**src/rtl/shift_add_mult_ctrl_pkg.sv**
```systemverilog
// Shared types and constants for the shift-and-add multiplier controller.
package mult_ctrl_pkg;

  typedef enum logic [2:0] {
    IDLE  = 3'd0,
    LOAD  = 3'd1,
    EVAL  = 3'd2,
    SHIFT = 3'd3,
    DONE  = 3'd4
  } state_t;

  localparam int unsigned DEF_N = 4;

  localparam logic SEL_HOLD = 1'b0;
  localparam logic SEL_SUM  = 1'b1;

endpackage

```
**src/rtl/shift_add_mult_ctrl_bit_cnt.sv**
```systemverilog
// Loadable down-counter tracking the remaining multiplier bits.
module mult_bit_cnt #(
  parameter int unsigned N     = 4,
  parameter int unsigned CNT_W = 3
) (
  input  logic clk,
  input  logic rst,
  input  logic load,
  input  logic dec,
  output logic last
);

  logic [CNT_W-1:0] cnt;

  always_ff @(posedge clk or posedge rst) begin
    if (rst) begin
      cnt <= '0;
    end else if (load) begin
      cnt <= CNT_W'(N);
    end else if (dec && (cnt != '0)) begin
      cnt <= cnt - CNT_W'(1);
    end
  end

  assign last = (cnt == CNT_W'(1));

endmodule

```
**src/rtl/shift_add_mult_ctrl.sv**
```systemverilog
// Control FSM for a shift-and-add multiplier datapath.
// Optional early termination on an all-zero multiplier: SHIFT_ADD_EARLY_TERM_EN.
module shift_add_mult_ctrl
  import mult_ctrl_pkg::*;
#(
  parameter int unsigned N     = DEF_N,
  parameter int unsigned CNT_W = 3
) (
  input  logic clk,
  input  logic rst,
  input  logic start,
  input  logic q0,
  input  logic mplr_zero,
  output logic busy,
  output logic done,
  output logic ld_op,
  output logic clr_acc,
  output logic sel_M,
  output logic acc_ld,
  output logic shift_en
);

  state_t state, state_nxt;
  logic   cnt_load, cnt_dec, cnt_last;

  mult_bit_cnt #(
    .N    (N),
    .CNT_W(CNT_W)
  ) u_bit_cnt (
    .clk (clk),
    .rst (rst),
    .load(cnt_load),
    .dec (cnt_dec),
    .last(cnt_last)
  );

`ifndef SHIFT_ADD_EARLY_TERM_EN
  logic unused_mplr_zero;
  assign unused_mplr_zero = mplr_zero;
`endif

  always_ff @(posedge clk or posedge rst) begin
    if (rst) begin
      state <= IDLE;
    end else begin
      state <= state_nxt;
    end
  end

  always_comb begin
    state_nxt = state;
    busy      = 1'b0;
    done      = 1'b0;
    ld_op     = 1'b0;
    clr_acc   = 1'b0;
    sel_M     = SEL_HOLD;
    acc_ld    = 1'b0;
    shift_en  = 1'b0;
    cnt_load  = 1'b0;
    cnt_dec   = 1'b0;
    unique case (state)
      IDLE: begin
        if (start) state_nxt = LOAD;
      end
      LOAD: begin
        busy      = 1'b1;
        ld_op     = 1'b1;
        clr_acc   = 1'b1;
        cnt_load  = 1'b1;
        state_nxt = EVAL;
      end
      EVAL: begin
        busy = 1'b1;
`ifdef SHIFT_ADD_EARLY_TERM_EN
        // Nothing left to add once the multiplier is empty: product is final.
        if (mplr_zero) begin
          state_nxt = DONE;
        end else begin
          sel_M     = q0 ? SEL_SUM : SEL_HOLD;
          acc_ld    = q0;
          state_nxt = SHIFT;
        end
`else
        sel_M     = q0 ? SEL_SUM : SEL_HOLD;
        acc_ld    = q0;
        state_nxt = SHIFT;
`endif
      end
      SHIFT: begin
        busy      = 1'b1;
        shift_en  = 1'b1;
        cnt_dec   = 1'b1;
        state_nxt = cnt_last ? DONE : EVAL;
      end
      DONE: begin
        done      = 1'b1;
        state_nxt = IDLE;
      end
      default: state_nxt = IDLE;
    endcase
  end

endmodule

```
**config.mk**
```make
export PLATFORM = sky130hd
export DESIGN_NAME = shift_add_mult_ctrl
export DESIGN_NICKNAME = d
export VERILOG_FILES = /design/src/rtl/shift_add_mult_ctrl_pkg.sv /design/src/rtl/shift_add_mult_ctrl_bit_cnt.sv /design/src/rtl/shift_add_mult_ctrl.sv
export SDC_FILE = /design/constraint.sdc
export NUM_CORES = 1
export LEC_CHECK = 0
export ABC_AREA = 1
export CAP_MARGIN = 20
export CORE_AREA = 4 4 41 43
export CTS_BUF_LIST = sky130_fd_sc_hd__clkbuf_8
export DETAILED_ROUTE_END_ITERATION = 12
export DIE_AREA = 0 0 45 47
export GPL_TIMING_DRIVEN = 1
export PLACE_DENSITY = 0.56
export SYNTH_ARGS = -nofsm -noshare
export SYNTH_HDL_FRONTEND = slang
export SYNTH_SLANG_ARGS = --single-unit
export TNS_END_PERCENT = 50
```
**constraint.sdc**
```tcl
create_clock -name clk -period 1.2 [get_ports clk]
set_input_delay 0.36 -clock clk [delete_from_list [all_inputs] [get_ports clk]]
set_output_delay 0.36 -clock clk [all_outputs]
set_load 0.01 [all_outputs]
```
==> results of run 1 <==
-- power by group through the flow --
stage	Clock [mW]	Sequential, mW	Combinational (mW)
finish	0.304	0.385	1.07
global route	0.324	0.399	1.22
CTS	0.320	0.381	1.04
detailed placement	0	0.370	0.873
global placement	0	0.367	0.859
floorplan	0	0.346	0.551
-- cells in the mapped netlist --
master / count
buf_4: 3
dfrtp_1: 6
ha_1: 3
inv_1: 10
inv_2: 2
nand2_1: 12
nand3_1: 2
nand3_2: 1
nand4_1: 2
nor2_1: 6
nor2_4: 1
nor3_1: 2
o21ai_0: 1
-- layout make-up --
| class | instances | area, um^2 | share of cell area (%) |
|---|---|---|---|
| clock inverters | 1 | 3.754 | 0.5367 |
| clock buffers | 3 | 41.29 | 5.903 |
| well taps | 15 | 18.77 | 2.683 |
| multi-input cells | 30 | 216.5 | 30.95 |
| inverters | 12 | 50.05 | 7.156 |
| repair buffers | 26 | 215.2 | 30.77 |
| flip-flops and latches | 6 | 153.9 | 22.00 |
-- repair_timing --
item                                    4_1_cts  5_1_grt
endpoints found under the hold margin         0        0
resized for setup                            50        1
setup buffers                                 8        1
pin swaps                                     4        2
endpoints found under the setup margin       10       10
-- cell families after synthesis --
group,count (synthesis),share of synthesized area (%)
and+or+nand+nor,26,31.80
buffers and inverters,15,17.71
DFF,6,39.34
adders and majority gates,3,9.837
AOI/OAI and AO/OA,1,1.310
-- how the worst max path moves through the flow --
stage                    to      from  cells after the start  slack (ps)
detailed placement    sel_M        q0                      4        -720
global route          ld_op  state[1]                      3        -300
CTS                 clr_acc  state[1]                      3        -250
global placement     acc_ld        q0                      4        -690
floorplan             ld_op  state[0]                      3         -20
finish                sel_M  state[0]                      4        -250
-- worst max-delay path, delay by kind of cell (launching register included) --
kind          cells  cell delay (ps)
buf+inv           2              220
flops             1              450
simple gates      2              190
-- state kept, by name, summed over array words and instances, names as in the netlist --
register       count
u_bit_cnt.cnt      3
state              3
-- per-stage QoR --
| step | setup slack, ps | cell area, um^2 |
|---|---|---|
| after floorplan | -22.21 | 411.6 |
| after global placement | -688.8 | 553.0 |
| after detailed placement | -723.6 | 553.0 |
| after CTS | -251.3 | 691.9 |
| after global routing | -303.5 | 699.4 |
| final | -248.0 | 699.4 |
-- per-layer routing --
metal | global-route usage (%) | wire length (um)
met2 | 17.80 | 496
met3 | 2.682 | 37
met4 | 8.772 | 0
met5 | 0 | 0
met1 | 13.02 | 367
==> flow_metrics.env, run 1 <==
export IMPL_instances_no_fill=93
export IMPL_hold_violations=0
export IMPL_internal_power_mw=1.074
export IMPL_clkSinkCount=6
export IMPL_netlist_area_um2=381.6
export IMPL_fin_skew_ps=7.016
export IMPL_dp_cells=80
export IMPL_synth_seq_cells=6
export IMPL_fmax_ghz=0.6906
export IMPL_cp_required_ps=840
export IMPL_rsz0062_at_grt="yes"
export IMPL_worst_slew_pin_slew_ps=217.9
export IMPL_final_setup_tns_ps=-1598
export IMPL_grt_max_degree=7
export IMPL_r2r_slack_ps=-30
export IMPL_die_h_um=47
export IMPL_slew_limit_headroom_pct=85.45
export IMPL_yosysTopAreaCellShare_pct=39.34
export IMPL_rows=13
export IMPL_synthCells=51
export IMPL_maxSlewViolCount=0
export IMPL_ys_seq_area_share_pct=39.34
export IMPL_synth_fp_nets=59
export IMPL_syn_area_per_cell_um2=7.483
export IMPL_gp_routability_congestion=0.6978
export IMPL_period_share_pct=120.7
export IMPL_violations="negative setup slack"
export IMPL_comb_power_share_pct=60.7
export IMPL_cpMaxStageDelayCell="dfrtp_2"
export IMPL_clockPowerShare_pct=17.3
export IMPL_sw_frac_of_total_pct=38.79
export IMPL_ys_types=13
export IMPL_clk_latency_ps=220
export IMPL_drc=0
export IMPL_power_frac_seq_pct=21.9
export IMPL_status="finished with violations"
export IMPL_ir_drop_v=0.001134
export IMPL_final_core_util_pct=53.75
export IMPL_wl_per_cell_um=9.677
export IMPL_routed_via_density=4.054
export IMPL_power_total_mw=1.754
export IMPL_path_clk_slew_ps=40
export IMPL_antenna_found_initial=0
export IMPL_cp_end_kind="output pin"
export IMPL_hold_ws_ps=343.7
export IMPL_dr_pass1_iters=1
export IMPL_pwr_density_cell_nw_per_um2=2508
export IMPL_drtIter0Drc=0
export IMPL_critPathMaxFanout=5
export IMPL_grt_pass1_wl_mm=1.642
export IMPL_nets=87
export IMPL_drv_cap=0
export IMPL_cpPeakStageDelay_ps=450
export IMPL_worstHoldPathType="primary input to async pin"
export IMPL_r2r_cells=7
export IMPL_die_width_um=45
export IMPL_cts_root_buf="clkbuf_8"
export IMPL_n_antenna_cell=0
export IMPL_fin_ws_ps=-248.0
export IMPL_ios=12
export IMPL_finalWirelength_um=900
export IMPL_criticalPathCategory="register to output pin"
export IMPL_cts_tree="yes"
export IMPL_drtAntennaViolNets=0
export IMPL_first_global_vias=391
export IMPL_yosys_area_top_type="dfrtp_1"
export IMPL_io_buffers=10
export IMPL_grt_overflow_total=0
export IMPL_ctsHoldBuffers=0
export IMPL_final_cell_mix="buf_4, inv_1, nand2_1"
export IMPL_htree_levels=1
export IMPL_hpwl_um=647.2
export IMPL_cp_arrival_ps=1090
export IMPL_clockBufferDepth=2
export IMPL_ys_warn_count=0
export IMPL_drive_above_1_share_pct=56.41
export IMPL_crit_path_cell_trace="inv_4, nand2_4, nor2_4, buf_6"
export IMPL_p_leak_nw=0.3726
export IMPL_setup_viol=10
export IMPL_dieArea_um2=2115
export IMPL_reg2reg_to="u_bit_cnt.cnt[0]"
export IMPL_dr_total_vias=377
export IMPL_numCtsBuffers=3
export IMPL_mostFrequentLayoutCell="buf_4"
export IMPL_ys_top_cells_by_area="dfrtp_1, nand2_1, ha_1, inv_1, buf_4"
export IMPL_fp_coreArea_um2=1301
export IMPL_nFillCells=126
export IMPL_area_delta_synth_final_pct=83.28
export IMPL_start_util_pct=29.33
export IMPL_cp_start_kind="register"
export IMPL_final_min_clock_period_ps=1448
export IMPL_netSwitchingPower_mw=0.6805
export IMPL_r2r_start="state[1]"
export IMPL_gr_usage_all_layers_pct=11.23
Note: power is estimated with default switching activity, not from simulation.
==> inputs of run 2 (changes only) <==
PLACE_DENSITY = 0.54   (was 0.56)
clock period = 1.7 ns   (was 1.2 ns; I/O delays follow)
==> flow_metrics.env, run 2 (synthesis results as in run 1) <==
export IMPL_worst_slew_pin_slew_ps=209.1
export IMPL_cp_start_kind="register"
export IMPL_start_util_pct=29.33
export IMPL_dieArea_um2=2115
export IMPL_area_delta_synth_final_pct=49.18
export IMPL_ir_drop_v=0.0006735
export IMPL_clkSinkCount=6
export IMPL_instances_no_fill=84
export IMPL_clk_latency_ps=220
export IMPL_critPathMaxFanout=7
export IMPL_hold_violations=0
export IMPL_multi_input_area_um2=172.7
export IMPL_die_h_um=47
export IMPL_drtIter0Drc=0
export IMPL_cpMaxStageDelayCell="dfrtp_2"
export IMPL_cpPeakStageDelay_ps=450
export IMPL_sw_frac_of_total_pct=38.84
export IMPL_numCtsBuffers=3
export IMPL_path_clk_slew_ps=40
export IMPL_antenna_found_initial=0
export IMPL_fin_skew_ps=3.727
export IMPL_worstHoldStart="u_bit_cnt.cnt[1]"
export IMPL_r2r_slack_ps=420
export IMPL_r2r_start="u_bit_cnt.cnt[0]"
export IMPL_crit_path_cell_trace="nor3_2, dlygate4sd2_1"
export IMPL_cp_arrival_ps=1170
export IMPL_grt_pass1_wl_mm=1.290
export IMPL_drv_cap=0
export IMPL_mostFrequentLayoutCell="nand2_1"
export IMPL_dr_total_vias=345
export IMPL_dr_pass1_iters=1
export IMPL_reg2reg_to="u_bit_cnt.cnt[2]"
export IMPL_drtAntennaViolNets=0
export IMPL_final_min_clock_period_ps=1680
export IMPL_ctsHoldBuffers=0
export IMPL_comb_power_share_pct=53.6
export IMPL_crit_path_start="state[1]"
export IMPL_power_frac_seq_pct=25.8
export IMPL_status="finished clean"
export IMPL_drc=0
export IMPL_clockPowerShare_pct=20.6
export IMPL_hpwl_um=637.2
export IMPL_netSwitchingPower_mw=0.3958
export IMPL_final_core_util_pct=43.75
export IMPL_io_buffers=10
export IMPL_worstHoldPathType="register to register"
export IMPL_n_antenna_cell=0
export IMPL_clockBufferDepth=2
export IMPL_finalWirelength_um=780
export IMPL_internal_power_mw=0.6233
export IMPL_cts_root_buf="clkbuf_8"
export IMPL_cp_required_ps=1190
export IMPL_power_total_mw=1.019
export IMPL_slew_limit_headroom_pct=86.05
export IMPL_htree_levels=1
export IMPL_dp_cells=81
export IMPL_die_width_um=45
export IMPL_min_to="u_bit_cnt.cnt[1]"
export IMPL_final_cell_mix="nand2_1, inv_1, buf_4"
export IMPL_fmax_ghz=0.5951
export IMPL_first_global_vias=314
export IMPL_grt_overflow_total=0
export IMPL_cp_end_kind="output pin"
export IMPL_seq_area_um2=152.6
export IMPL_pwr_density_cell_nw_per_um2=1790
export IMPL_p_leak_nw=0.3238
export IMPL_gp_routability_congestion=0.6999
export IMPL_fp_coreArea_um2=1301
export IMPL_rows=13
export IMPL_grt_max_degree=8
export IMPL_setup_viol=0
export IMPL_routed_via_density=4.107
export IMPL_criticalPathCategory="register to output pin"
export IMPL_r2r_cells=8
export IMPL_cts_setup_buffers=0
export IMPL_nets=79
export IMPL_hold_ws_ps=474.3
export IMPL_drive_above_1_share_pct=33.33
export IMPL_period_share_pct=98.85
export IMPL_cts_tree="yes"
export IMPL_nFillCells=143
export IMPL_ios=12
export IMPL_rsz0062_at_grt="yes"
export IMPL_reg_largest_list="state: 3 flops, u_bit_cnt.cnt: 3 flops"
export IMPL_wl_per_cell_um=9.286
export IMPL_min_path_cells=2
export IMPL_gr_usage_all_layers_pct=9.156
export IMPL_maxSlewViolCount=0
[run 2: how the worst max path moves through the flow]
| stage | end | slack, ps |
|---|---|---|
| 2_1_floorplan | ld_op | 120 |
| 3_3_place_gp | acc_ld | -500 |
| 3_5_place_dp | sel_M | -520 |
| 4_1_cts | busy | -210 |
| 5_1_grt | clr_acc | -60 |
| 6_report | clr_acc | 20 |
[run 2: critical path, delay by kind of cell (launching register included)]
kind / cells / cell delay (ps)
AND/OR/NAND/NOR: 1 / 210
flip-flops: 1 / 450
buffers and inverters: 1 / 290
[run 2: stage by stage]
step	setup TNS, ps	setup slack, ps	cell area (um^2)
after global routing	-122.2	-63.28	569.3
after CTS	-214.1	-214.1	574.3
final	0	19.60	569.3
after floorplan	0	117.9	381.6
after detailed placement	-1428	-518.3	538.0
after global placement	-1275	-498.2	538.0
[run 2: routing by layer]
layer	vias up	wire length, um	GRT usage [%]	share of wire (%)
li1	188	-	-	-
met1	148	322	10.00	41
met2	5	425	13.28	54
met3	4	10	1.533	1.3
met4	0	22	12.28	2.8
met5	-	0	0	0
[run 2: area by class of cell]
cell class                 count  area share, %
tap                           15          3.297
clock buffer                   3          7.253
inverter                      12          7.912
timing repair buffer          18          24.40
sequential                     6          26.81
multi-input combinational     30          30.33
[run 2: timing repair]
action	in CTS	in global routing
endpoints found under the hold margin	0	0
setup endpoints to repair	7	5
pin swaps	1	0
resized for setup	18	5
[run 2: power groups by stage]
| stage | sequential (mW) | clock (mW) | combinational [mW] |
|---|---|---|---|
| 4_1_cts | 0.263 | 0.218 | 0.567 |
| 2_1_floorplan | 0.241 | 0 | 0.349 |
| 5_1_grt | 0.273 | 0.228 | 0.632 |
| 3_3_place_gp | 0.256 | 0 | 0.575 |
| 3_5_place_dp | 0.255 | 0 | 0.588 |
| 6_report | 0.263 | 0.210 | 0.546 |
==> inputs of run 3 (changes only) <==
CAP_MARGIN = 10   (was 20)
CTS_BUF_LIST = unset   (was sky130_fd_sc_hd__clkbuf_8)
==> flow_metrics.env, run 3 (synthesis results as in run 1) <==
export IMPL_finalWirelength_um=788
export IMPL_n_antenna_cell=0
export IMPL_routed_via_density=4.126
export IMPL_r2r_start="u_bit_cnt.cnt[0]"
export IMPL_place_area_um2=538.0
export IMPL_finalInstanceArea_um2=566.8
export IMPL_cpMaxStageDelayCell="dfrtp_1"
export IMPL_cp_end_kind="output pin"
export IMPL_reg2reg_to="u_bit_cnt.cnt[2]"
export IMPL_hpwl_um=637.2
export IMPL_final_setup_tns_ps=0
export IMPL_grt_max_degree=8
export IMPL_hold_violations=0
export IMPL_fmax_ghz=0.6210
export IMPL_period_share_pct=94.72
export IMPL_gp_routability_congestion=0.6999
export IMPL_nets=82
export IMPL_final_core_util_pct=43.56
export IMPL_drv_cap=0
export IMPL_sw_frac_of_total_pct=41.13
export IMPL_worstHoldPathType="primary input to async pin"
export IMPL_power_total_mw=0.9777
export IMPL_antenna_found_initial=0
export IMPL_grt_pass1_wl_mm=1.283
export IMPL_comb_power_share_pct=60.0
export IMPL_grt_overflow_total=0
export IMPL_drive_above_1_share_pct=41.67
export IMPL_power_frac_seq_pct=26.9
export IMPL_cts_tree="yes"
export IMPL_status="finished clean"
export IMPL_htree_levels=1
export IMPL_numCtsBuffers=3
export IMPL_clockPowerShare_pct=13.1
export IMPL_io_buffers=10
export IMPL_pwr_density_cell_nw_per_um2=1725
export IMPL_area_delta_synth_final_pct=48.52
export IMPL_final_min_clock_period_ps=1610
export IMPL_clk_latency_ps=240
export IMPL_drtIter0Drc=0
export IMPL_cts_root_buf="clkbuf_4"
export IMPL_cp_start_kind="register"
export IMPL_p_leak_nw=0.3233
export IMPL_criticalPathCategory="register to output pin"
export IMPL_critPathMaxFanout=5
export IMPL_cp_required_ps=1190
export IMPL_clockBufferDepth=2
export IMPL_netSwitchingPower_mw=0.4021
export IMPL_fin_skew_ps=3.953
export IMPL_setup_viol=0
export IMPL_maxSlewViolCount=0
export IMPL_drtAntennaViolNets=0
export IMPL_rows=13
export IMPL_first_global_vias=318
export IMPL_fin_ws_ps=89.69
export IMPL_r2r_slack_ps=420
export IMPL_internal_power_mw=0.5756
export IMPL_die_width_um=45
export IMPL_dieArea_um2=2115
export IMPL_die_h_um=47
export IMPL_gr_usage_all_layers_pct=9.315
export IMPL_fp_coreArea_um2=1301
export IMPL_start_util_pct=29.33
export IMPL_ctsHoldBuffers=0
export IMPL_crit_path_cell_trace="inv_2, nand2_2, nor2_1, buf_2"
export IMPL_pre_cts_slack_ps=-518.3
export IMPL_dr_total_vias=359
export IMPL_clkSinkCount=6
export IMPL_wl_per_cell_um=9.057
export IMPL_ios=12
export IMPL_cp_arrival_ps=1100
export IMPL_r2r_cells=8
export IMPL_slew_limit_headroom_pct=86.12
export IMPL_drc=0
export IMPL_worst_slew_pin_slew_ps=207.9
export IMPL_reg_largest_list="state: 3 flops, u_bit_cnt.cnt: 3 flops"
export IMPL_path_clk_slew_ps=40
export IMPL_nFillCells=142
export IMPL_final_cell_mix="nand2_1, buf_4, inv_1"
export IMPL_ir_drop_v=0.0006729
export IMPL_dr_pass1_iters=1
export IMPL_cpPeakStageDelay_ps=420
-- run 3: cell count changes in the layout (fill, tap and decap cells not counted), sizes merged --
cell,previous run,this run
buf,10,15
dlygate4sd2,3,1
clkbuf,5,6
dlymetal6s2s,1,0
-- run 3: through the flow --
step           hold WS [ps]  cells
6_report              468.6     87
5_1_grt               474.0     87
4_1_cts               463.3     84
3_5_place_dp          468.3     81
3_3_place_gp          468.2     81
2_1_floorplan         301.0     51
-- run 3: cell type report --
| type | instances | area (um^2) | share of cell area (%) |
|---|---|---|---|
| Multi-Input combinational cell | 30 | 181.4 | 32.01 |
| Sequential cell | 6 | 152.6 | 26.93 |
| Timing Repair Buffer | 21 | 146.4 | 25.83 |
| Inverter | 12 | 45.04 | 7.947 |
| Clock buffer | 3 | 22.52 | 3.974 |
| Tap cell | 15 | 18.77 | 3.311 |
-- run 3: power groups by stage --
stage / clock network, mW / registers (mW) / logic [mW]
6_report: 0.128 / 0.263 / 0.587
5_1_grt: 0.146 / 0.270 / 0.679
4_1_cts: 0.138 / 0.263 / 0.565
3_5_place_dp: 0 / 0.255 / 0.588
3_3_place_gp: 0 / 0.256 / 0.575
2_1_floorplan: 0 / 0.241 / 0.349
-- run 3: what timing repair did --
item,CTS,global route
pin swaps,1,2
resized for setup,24,9
buffers inserted,0,3
endpoints found under the setup margin,7,7
-- run 3: worst max-delay path by stage --
stage	to	slack [ps]	cells after the start	from
6_report	sel_M	90	4	state[2]
5_1_grt	sel_M	-4	4	state[2]
4_1_cts	busy	-50	3	state[1]
3_5_place_dp	sel_M	-520	4	q0
3_3_place_gp	acc_ld	-500	4	q0
2_1_floorplan	ld_op	120	3	state[1]
-- run 3: critical path, delay by kind of cell (launching register included) --
kind | cells | cell delay (ps)
buffers and inverters | 2 | 270
DFF | 1 | 420
and+or+nand+nor | 2 | 160
-- run 3: metal layers --
metal	vias to the layer above	global-route usage, %	share of wire, %
li1	195	-	-
met2	6	13.56	52
met1	153	9.535	40
met3	5	2.682	2.8
met4	0	12.28	5.1
met5	-	0	0
